--- src/rtl/hazard_control_unit.sv ---
// Hazard control for the 5-stage core: shadow scoreboard of EX/MEM/WB destinations,
// decode forwarding selects, load-use stalls, redirect flushes and saturating event counters.
module hazard_control_unit #(
    parameter int CNT_W       = 16,
    parameter bit LOAD_WB_FWD = 1'b1
) (
    input  logic             clk,
    input  logic             rst,
    input  logic             dec_valid,
    input  logic [4:0]       dec_rs1,
    input  logic [4:0]       dec_rs2,
    input  logic             dec_use_rs1,
    input  logic             dec_use_rs2,
    input  logic [4:0]       dec_rd,
    input  logic             dec_rf_wb,
    input  logic             dec_mem_load,
    input  logic             ex_redirect,
    input  logic             mem_stall,
    output logic [3:0]       RAW_hazards,
    output logic [1:0]       RAW_mem_wb_hazards,
    output logic             stall_if,
    output logic             stall_dec,
    output logic             flush_dec,
    output logic             flush_ex,
    output logic [CNT_W-1:0] stall_cycles,
    output logic [CNT_W-1:0] flush_count
);

    typedef struct packed {
        logic       v;
        logic [4:0] rd;
        logic       wb;
        logic       ld;
    } sb_entry_t;

    localparam sb_entry_t SB_EMPTY = '{v: 1'b0, rd: 5'd0, wb: 1'b0, ld: 1'b0};
    localparam logic [CNT_W-1:0] CNT_MAX = {CNT_W{1'b1}};
    localparam logic [CNT_W-1:0] CNT_ONE = {{(CNT_W-1){1'b0}}, 1'b1};

    // An in-flight entry conflicts with a decode source it will overwrite.
    function automatic logic entry_hit(input sb_entry_t e, input logic [4:0] rs,
                                       input logic use_rs, input logic valid);
        return e.v & e.wb & (e.rd != 5'd0) & (e.rd == rs) & use_rs & valid;
    endfunction

    sb_entry_t        ex_r, mem_r, wb_r;
    logic [CNT_W-1:0] stall_cycles_r, flush_count_r;
    logic             ex_rs1_s, ex_rs2_s, mem_rs1_s, mem_rs2_s, wb_rs1_s, wb_rs2_s;
    logic             lu_s, redirect_s;

    // Hazard detection and pipeline control decode from scoreboard and decode fields.
    always_comb begin
        ex_rs1_s           = entry_hit(ex_r,  dec_rs1, dec_use_rs1, dec_valid);
        ex_rs2_s           = entry_hit(ex_r,  dec_rs2, dec_use_rs2, dec_valid);
        mem_rs1_s          = entry_hit(mem_r, dec_rs1, dec_use_rs1, dec_valid);
        mem_rs2_s          = entry_hit(mem_r, dec_rs2, dec_use_rs2, dec_valid);
        wb_rs1_s           = entry_hit(wb_r,  dec_rs1, dec_use_rs1, dec_valid);
        wb_rs2_s           = entry_hit(wb_r,  dec_rs2, dec_use_rs2, dec_valid);
        RAW_hazards        = {ex_rs1_s & ~ex_r.ld, ex_rs2_s & ~ex_r.ld,
                              mem_rs1_s & ~mem_r.ld, mem_rs2_s & ~mem_r.ld};
        RAW_mem_wb_hazards = 2'b00;
        if (LOAD_WB_FWD) begin
            RAW_mem_wb_hazards = {wb_rs1_s & wb_r.ld, wb_rs2_s & wb_r.ld};
        end else begin
            RAW_mem_wb_hazards = 2'b00;
        end
        lu_s = ((ex_rs1_s | ex_rs2_s) & ex_r.ld) |
               ((mem_rs1_s | mem_rs2_s) & mem_r.ld) |
               (~LOAD_WB_FWD & (wb_rs1_s | wb_rs2_s) & wb_r.ld);
        redirect_s = ex_redirect & ~mem_stall;
        stall_if   = 1'b0;
        stall_dec  = 1'b0;
        flush_dec  = 1'b0;
        flush_ex   = 1'b0;
        if (mem_stall) begin
            stall_if  = 1'b1;
            stall_dec = 1'b1;
        end else if (redirect_s) begin
            flush_dec = 1'b1;
            flush_ex  = 1'b1;
        end else if (lu_s) begin
            stall_if  = 1'b1;
            stall_dec = 1'b1;
        end else begin
            stall_if  = 1'b0;
            stall_dec = 1'b0;
        end
    end

    // Scoreboard advance and saturating counters; a memory stall freezes everything.
    always_ff @(posedge clk) begin
        if (rst) begin
            ex_r           <= SB_EMPTY;
            mem_r          <= SB_EMPTY;
            wb_r           <= SB_EMPTY;
            stall_cycles_r <= {CNT_W{1'b0}};
            flush_count_r  <= {CNT_W{1'b0}};
        end else if (!mem_stall) begin
            wb_r  <= mem_r;
            mem_r <= ex_r;
            // A stalled or flushed decode slot enters EX as a bubble.
            ex_r  <= '{v: dec_valid & ~lu_s & ~redirect_s, rd: dec_rd,
                       wb: dec_rf_wb, ld: dec_mem_load};
            if (redirect_s) begin
                flush_count_r <= (flush_count_r == CNT_MAX) ? flush_count_r
                                                             : flush_count_r + CNT_ONE;
            end else if (lu_s) begin
                stall_cycles_r <= (stall_cycles_r == CNT_MAX) ? stall_cycles_r
                                                               : stall_cycles_r + CNT_ONE;
            end else begin
                stall_cycles_r <= stall_cycles_r;
            end
        end else begin
            ex_r           <= ex_r;
            mem_r          <= mem_r;
            wb_r           <= wb_r;
            stall_cycles_r <= stall_cycles_r;
            flush_count_r  <= flush_count_r;
        end
    end

    assign stall_cycles = stall_cycles_r;
    assign flush_count  = flush_count_r;

endmodule

--- config.mk ---
export PLATFORM = sky130hd
export DESIGN_NAME = hazard_control_unit
export DESIGN_NICKNAME = d
export VERILOG_FILES = /design/src/rtl/hazard_control_unit.sv
export SDC_FILE = /design/constraint.sdc
export NUM_CORES = 1
export LEC_CHECK = 0
export ABC_AREA = 0
export BUFFER_PORTS_ARGS = -buffer_cell sky130_fd_sc_hd__buf_2
export CAP_MARGIN = 5
export CORE_UTILIZATION = 60
export CTS_BUF_LIST = sky130_fd_sc_hd__clkbuf_2
export DETAILED_ROUTE_END_ITERATION = 8
export PLACE_DENSITY = 0.88
export SYNTH_ARGS = -nofsm -noshare
export SYNTH_HDL_FRONTEND = slang
export SYNTH_SLANG_ARGS = --single-unit
--- constraint.sdc ---
create_clock -name clk -period 4 [get_ports clk]
set_input_delay 0.4 -clock clk [delete_from_list [all_inputs] [get_ports clk]]
set_output_delay 0.4 -clock clk [all_outputs]
set_load 0.03 [all_outputs]
Word level (Yosys, flattened, before mapping):

Cells that the tools add are included.

* $add $sub $neg: 2
* eq/ne operators: 8
* mux-type cells: 5
* bitwise gates (word level): 45
* reductions and logical operators: 5

Operators with widths (number)
* $and A1 B1 Y1: 35
* $add A16 B1 Y16 const B: 2
* $eq A16 B16 Y1 const B: 2
* $eq A5 B5 Y1: 6
* $reduce_bool A5 Y1: 3
* $not A1 Y1: 7
* $mux W1: 5
* $reduce_and A4 Y1: 1
* $or A1 B1 Y1: 3
* $reduce_and A3 Y1: 1

* register bits: 56
* bits of input ports: 24
* output and inout bits: 42
* logic and storage cells: 79

Logic depth before layout (Yosys ltp):

* word-level depth: 11
* gate-level depth with buffers: 9
* gate-level depth less buffers: 8

Worst setup path after synthesis:

Ideal clock, no wire load.

* path type: input port to output port
* from: input port dec_rs2[1]
* to: output port stall_if
* arrival: 2.361 ns
* data required time: 3.600 ns
* slack: 1.239 ns
* cell stages on the path: 9
* path buffers: 3
* cells stage by stage: xnor2_1 > nand4_1 > or3_1 > a211oi_2 > a31oi_1 > buf_6 > buf_2 > o21bai_1 > buf_4

* longest elaborated chain between the ends: 10
* elaborated cells between the ends (all ways): 16
* classes of those cells: 2 x eq/ne; 3 x mux; 11 x bitwise

Ends and longest elaborated chain
* start: declaration: line 11 `input logic [4:0] dec_rs2,`
* $eq A5 B5 Y1: line 43 `return e.v & e.wb & (e.rd != 5'd0) & (e.rd == rs) & use_rs & valid;`
* $and A1 B1 Y1 (3 in series): line 43
* $or A1 B1 Y1, on equally long branches: line 67, 68
* $and A1 B1 Y1, on equally long branches: line 67, 68
* $or A1 B1 Y1 (*): line 67 `lu_s = ((ex_rs1_s | ex_rs2_s) & ex_r.ld) |`
* $mux W1 (*) (3 in series)
* end: declaration: line 21 `output logic stall_if,`

Every way passes the cells marked *; elsewhere a longest branch is shown, timed or not.

Worst setup path in the final report:

* from: register mem_r[2] (netlist name)
* to: output port stall_dec

* longest elaborated chain between the ends: 11
* elaborated cells between the ends (all ways): 16
* classes of those cells: 2 x eq/ne; 3 x mux; 10 x bitwise; 1 x reduce/logical

Ends and longest elaborated chain
* start: declaration: line 46 `sb_entry_t ex_r, mem_r, wb_r;`
* start signal: assignment: line 100 `mem_r <= ex_r;`
* start signal: assignment: line 115 `mem_r <= mem_r;`
* $reduce_bool A5 Y1: line 43
* $and A1 B1 Y1 (4 in series): line 43
* $or A1 B1 Y1 (*): line 68 `((mem_rs1_s | mem_rs2_s) & mem_r.ld) |`
* $and A1 B1 Y1 (*): line 68
* $or A1 B1 Y1 (*): line 67
* $mux W1 (*): line 81 `end else if (lu_s) begin`
* $mux W1 (*): line 78 `end else if (redirect_s) begin`
* $mux W1 (*): line 75 `if (mem_stall) begin`
* end: declaration: line 22 `output logic stall_dec,`

Marks and branches as above.

==> qor.log <==
[status] result of the run finished, violations left
[status] violations in the final reports DRC
[critical_path] cells on worst reg2reg path 6
[final_layout] number of diodes added for antenna fixing 0
[sta] slew at the pin closest to its max-slew limit 1180 ps
[placement] IO Port Bufs 65
[critical_path] flop2flop setup slack 1170 ps
[route] post-route ant nets 0
[clock_tree] Hold Buf Count CTS 0
[sta] setup repair after global routing missed its margin no
[synthesis] total number of yosys warnings 0
[critical_path] critical path data required time 3600 ps
[sta] Fmax achieved 0.283 GHz
[route] vias after detailed routing 2478
[floorplanning] Die Y 71.0 um
[floorplanning] placeable core area 4470 um2
[synthesis] netlist area before placement 2850 um2
[floorplanning] width of the die 71.0 um
[route] initial drt markers 186
[synthesis] most used standard cells in the synthesized netlist sky130_fd_sc_hd__dfxtp_1 (56), sky130_fd_sc_hd__nor2_1 (52), sky130_fd_sc_hd__xnor2_1 (28), sky130_fd_sc_hd__mux2i_1 (24)
[final_layout] Nets 407
[route] met2 layer wire length in the routed design 2.92 mm
[min_path] worst hold-check path type input port to register
[route] met1 wire length 2.73 mm
[sta] Slew Limit Headroom 0.213
[synthesis] mux share of post-synthesis cell area 0.100
[final_layout] Design Area, Final 3240 um2
[global_routing] number of antenna violations at the first check in global routing 0
[global_routing] number of global-route vias before repair 2195
[sta] pins over their slew limit 0
[route] post-detailed-route wirelength per cell 14.0 um
[synthesis] share of synthesized cell area in full adder, half adder and majority cells 0.00877
[clock_tree] Clock Root Buffer sky130_fd_sc_hd__clkbuf_2
[synthesis] simple-gate share of the synthesized area 0.253
[clock_tree] post-cts resize count 0
[global_routing] maximum number of pins on one net before global-route repair 61
[clock_tree] CTS tree built
[power] leakage 1.37 nW
[final_layout] fill cell instance count of the final layout 378
[synthesis] xor-xnor portion of the synthesized cell area 0.138
[sta] Clock Skews 15.7 ps
[placement] Final GP Congestion 0.853
[critical_path] type of origin of the critical path register
[synthesis] Seq cells post-synth 56
[clock_tree] TritonCTS Buffers 5
[power] pwr dens 296 nW/um2
[clock_tree] number of sinks on the clock net 56
[sta] final-report hold violation count 0
[critical_path] reg2reg end stall_cycles[8]$_SDFFE_PP0P_
[clock_tree] number of buffers inserted by post-CTS setup repair 0
[synthesis] most frequently used flop master after synthesis sky130_fd_sc_hd__dfxtp_1
[min_path] count of cells along the worst hold path 3
[critical_path] r2r startpoint mem_r[2]$_SDFFE_PP0N_
[synthesis] sequential fraction of the synthesis area 0.393
[critical_path] Crit Path Class register to output pin
[global_routing] global-route congestion overflow total 0
[min_path] Hold Crit Endpoint ex_r[3]$_SDFFE_PP0N_
[sta] summed negative setup slack over all endpoints 0 ps
[synthesis] number of enable-type register cells in the synthesized netlist 0
[synthesis] async set-reset flop share out of synthesis 0
[floorplanning] initial standard-cell utilization of the core 0.638
[route] total detailed-routing wirelength 6.07 mm
[placement] cell area after placement 3180 um2
[power] IR drop worst, VDD 221 uV
[synthesis] gate count of the mapped netlist 324
[synthesis] largest family of logic cells by synthesized area simple AND/OR/NAND/NOR gates
[route] vias per cell 5.71
[synthesis] distinct cell type count after synthesis 40
[clock_tree] maximum clock path buffer count 2
[placement] hpwl dp 4.40 mm
[run] number of violations of the max-capacitance limit 0
[clock_tree] Skew-Pair Late Insertion Delay 470 ps
[sta] post-layout min period 3530 ps
[floorplanning] full die area 5030 um2
[synthesis] cell with the most instances after synthesis sky130_fd_sc_hd__dfxtp_1
[route] DRC errors left 5
[global_routing] global-route wire length before repair 10.2 mm
[synthesis] fraction of the mapped netlist area in compound gates 0.0759
[synthesis] net count after synthesis 350
[synthesis] most area-consuming cells after synthesis sky130_fd_sc_hd__dfxtp_1 (39%), sky130_fd_sc_hd__xnor2_1 (8.6%), sky130_fd_sc_hd__mux2i_1 (8.4%)
[clock_tree] CTS clk-pin slew, worst paths 270 ps
[clock_tree] H-tree depth reported by CTS 2
[synthesis] mean post-synth cell area 8.80 um2
[route] count of TritonRoute iterations in the first routing pass 6
[min_path] Hold Crit Start dec_rd[1]
[final_layout] area growth from synthesis to layout 13.5%
[critical_path] Setup crit end kind output pin
[route] detailed-routed wire length on met3 293 um
[sta] count of endpoints failing setup in the final report 0
[critical_path] arrival time reported for the critical path endpoint 3130 ps
[floorplanning] row cnt 24
[floorplanning] Top-Level Pins 66
[critical_path] Crit Path Max Fanout 30
[route] highest layer used for signal routing met4
[sta] part of the cycle the worst path needs 0.883
[final_layout] fraction of layout instances using a drive strength above 1 0.207
[global_routing] global router's overall resource usage 0.257
[synthesis] top cell type's share of synthesized area 0.393
[synthesis] most area-hungry cell type in the Yosys netlist sky130_fd_sc_hd__dfxtp_1
cells by family after synthesis:
| logic type | count (synthesis) |
|---|---|
| xor+xnor | 45 |
| buf+inv | 19 |
| compound gates | 32 |
| mux | 28 |
| simple gates | 142 |
| fa+ha+maj | 2 |
| flops | 56 |
sequential cells by signal (all words and copies together), names as in the netlist:
name / flops
flush_count: 16
wb_r: 8
mem_r: 8
stall_cycles: 16
ex_r: 8
area by class of cell:
cell class	count	area, um2	share of cell area
Clock buffer	5	25.0	0.00773
Clock inverter	3	37.5	0.0116
Inverter	4	15.0	0.00464
Multi-Input combinational cell	249	1650	0.509
Sequential cell	56	1120	0.346
Tap cell	52	65.1	0.0201
Timing Repair Buffer	65	325	0.100
layer usage:
| layer | track usage | up-vias |
|---|---|---|
| met5 | 0 | - |
| met4 | 0.111 | 0 |
| met3 | 0.0413 | 12 |
| met1 | 0.345 | 1154 |
| li1 | - | 1247 |
| met2 | 0.410 | 65 |
where the power goes:
part | internal, W | total (W) | switching (W)
Combinational | 0.0000428 | 0.0000977 | 0.0000549
Sequential | 0.000570 | 0.000584 | 0.0000143
Clock | 0.000102 | 0.000276 | 0.000174
Total | 0.000714 | 0.000957 | 0.000243
layout by cell type, fill, tap and decap left out, types with 9 or more instances in the layout:
| master | instances |
|---|---|
| sky130_fd_sc_hd__and3_1 | 9 |
| sky130_fd_sc_hd__mux2i_1 | 24 |
| sky130_fd_sc_hd__nand4_1 | 12 |
| sky130_fd_sc_hd__or3_1 | 11 |
| sky130_fd_sc_hd__nor2_1 | 52 |
| sky130_fd_sc_hd__nand3_1 | 12 |
| sky130_fd_sc_hd__xnor2_1 | 28 |
| sky130_fd_sc_hd__buf_2 | 65 |
| sky130_fd_sc_hd__dfxtp_1 | 56 |
| sky130_fd_sc_hd__xor2_1 | 17 |
| sky130_fd_sc_hd__a21oi_1 | 12 |
| sky130_fd_sc_hd__nand2_1 | 17 |
worst max path at each step:
stage                               start   endpoint  slack [ps]  depth (start not counted)
floorplan                      dec_rs2[1]   stall_if        1240                          9
global placement    mem_r[2]$_SDFFE_PP0N_   stall_if        1160                          6
detailed placement  mem_r[2]$_SDFFE_PP0N_  stall_dec        1020                          6
CTS                 mem_r[2]$_SDFFE_PP0N_  stall_dec         460                          6
global route        mem_r[2]$_SDFFE_PP0N_   stall_if         210                          6
finish              mem_r[2]$_SDFFE_PP0N_  stall_dec         470                          6
per-stage QoR:
stage | instances | hold slack [ps] | util | setup slack (ps) | total power [W]
4_1_cts | 434 | 134 | 0.724 | 462 | 0.000962
3_5_place_dp | 426 | 490 | 0.710 | 1020 | 0.000692
5_1_grt | 434 | 125 | 0.724 | 209 | 0.000998
2_1_floorplan | 324 | 464 | - | 1240 | 0.000659
3_3_place_gp | 426 | 482 | 0.710 | 1160 | 0.000689
6_report | 434 | 137 | 0.724 | 468 | 0.000957
critical path, cell delays in order, from the launching register on:
cell	delay, ps
sky130_fd_sc_hd__dfxtp_1	420
sky130_fd_sc_hd__or4_1	550
sky130_fd_sc_hd__o211ai_1	290
sky130_fd_sc_hd__a211oi_2	90
sky130_fd_sc_hd__a31oi_2	910
sky130_fd_sc_hd__o21bai_1	160
sky130_fd_sc_hd__buf_2	230
(Power assumes the default switching activity.)
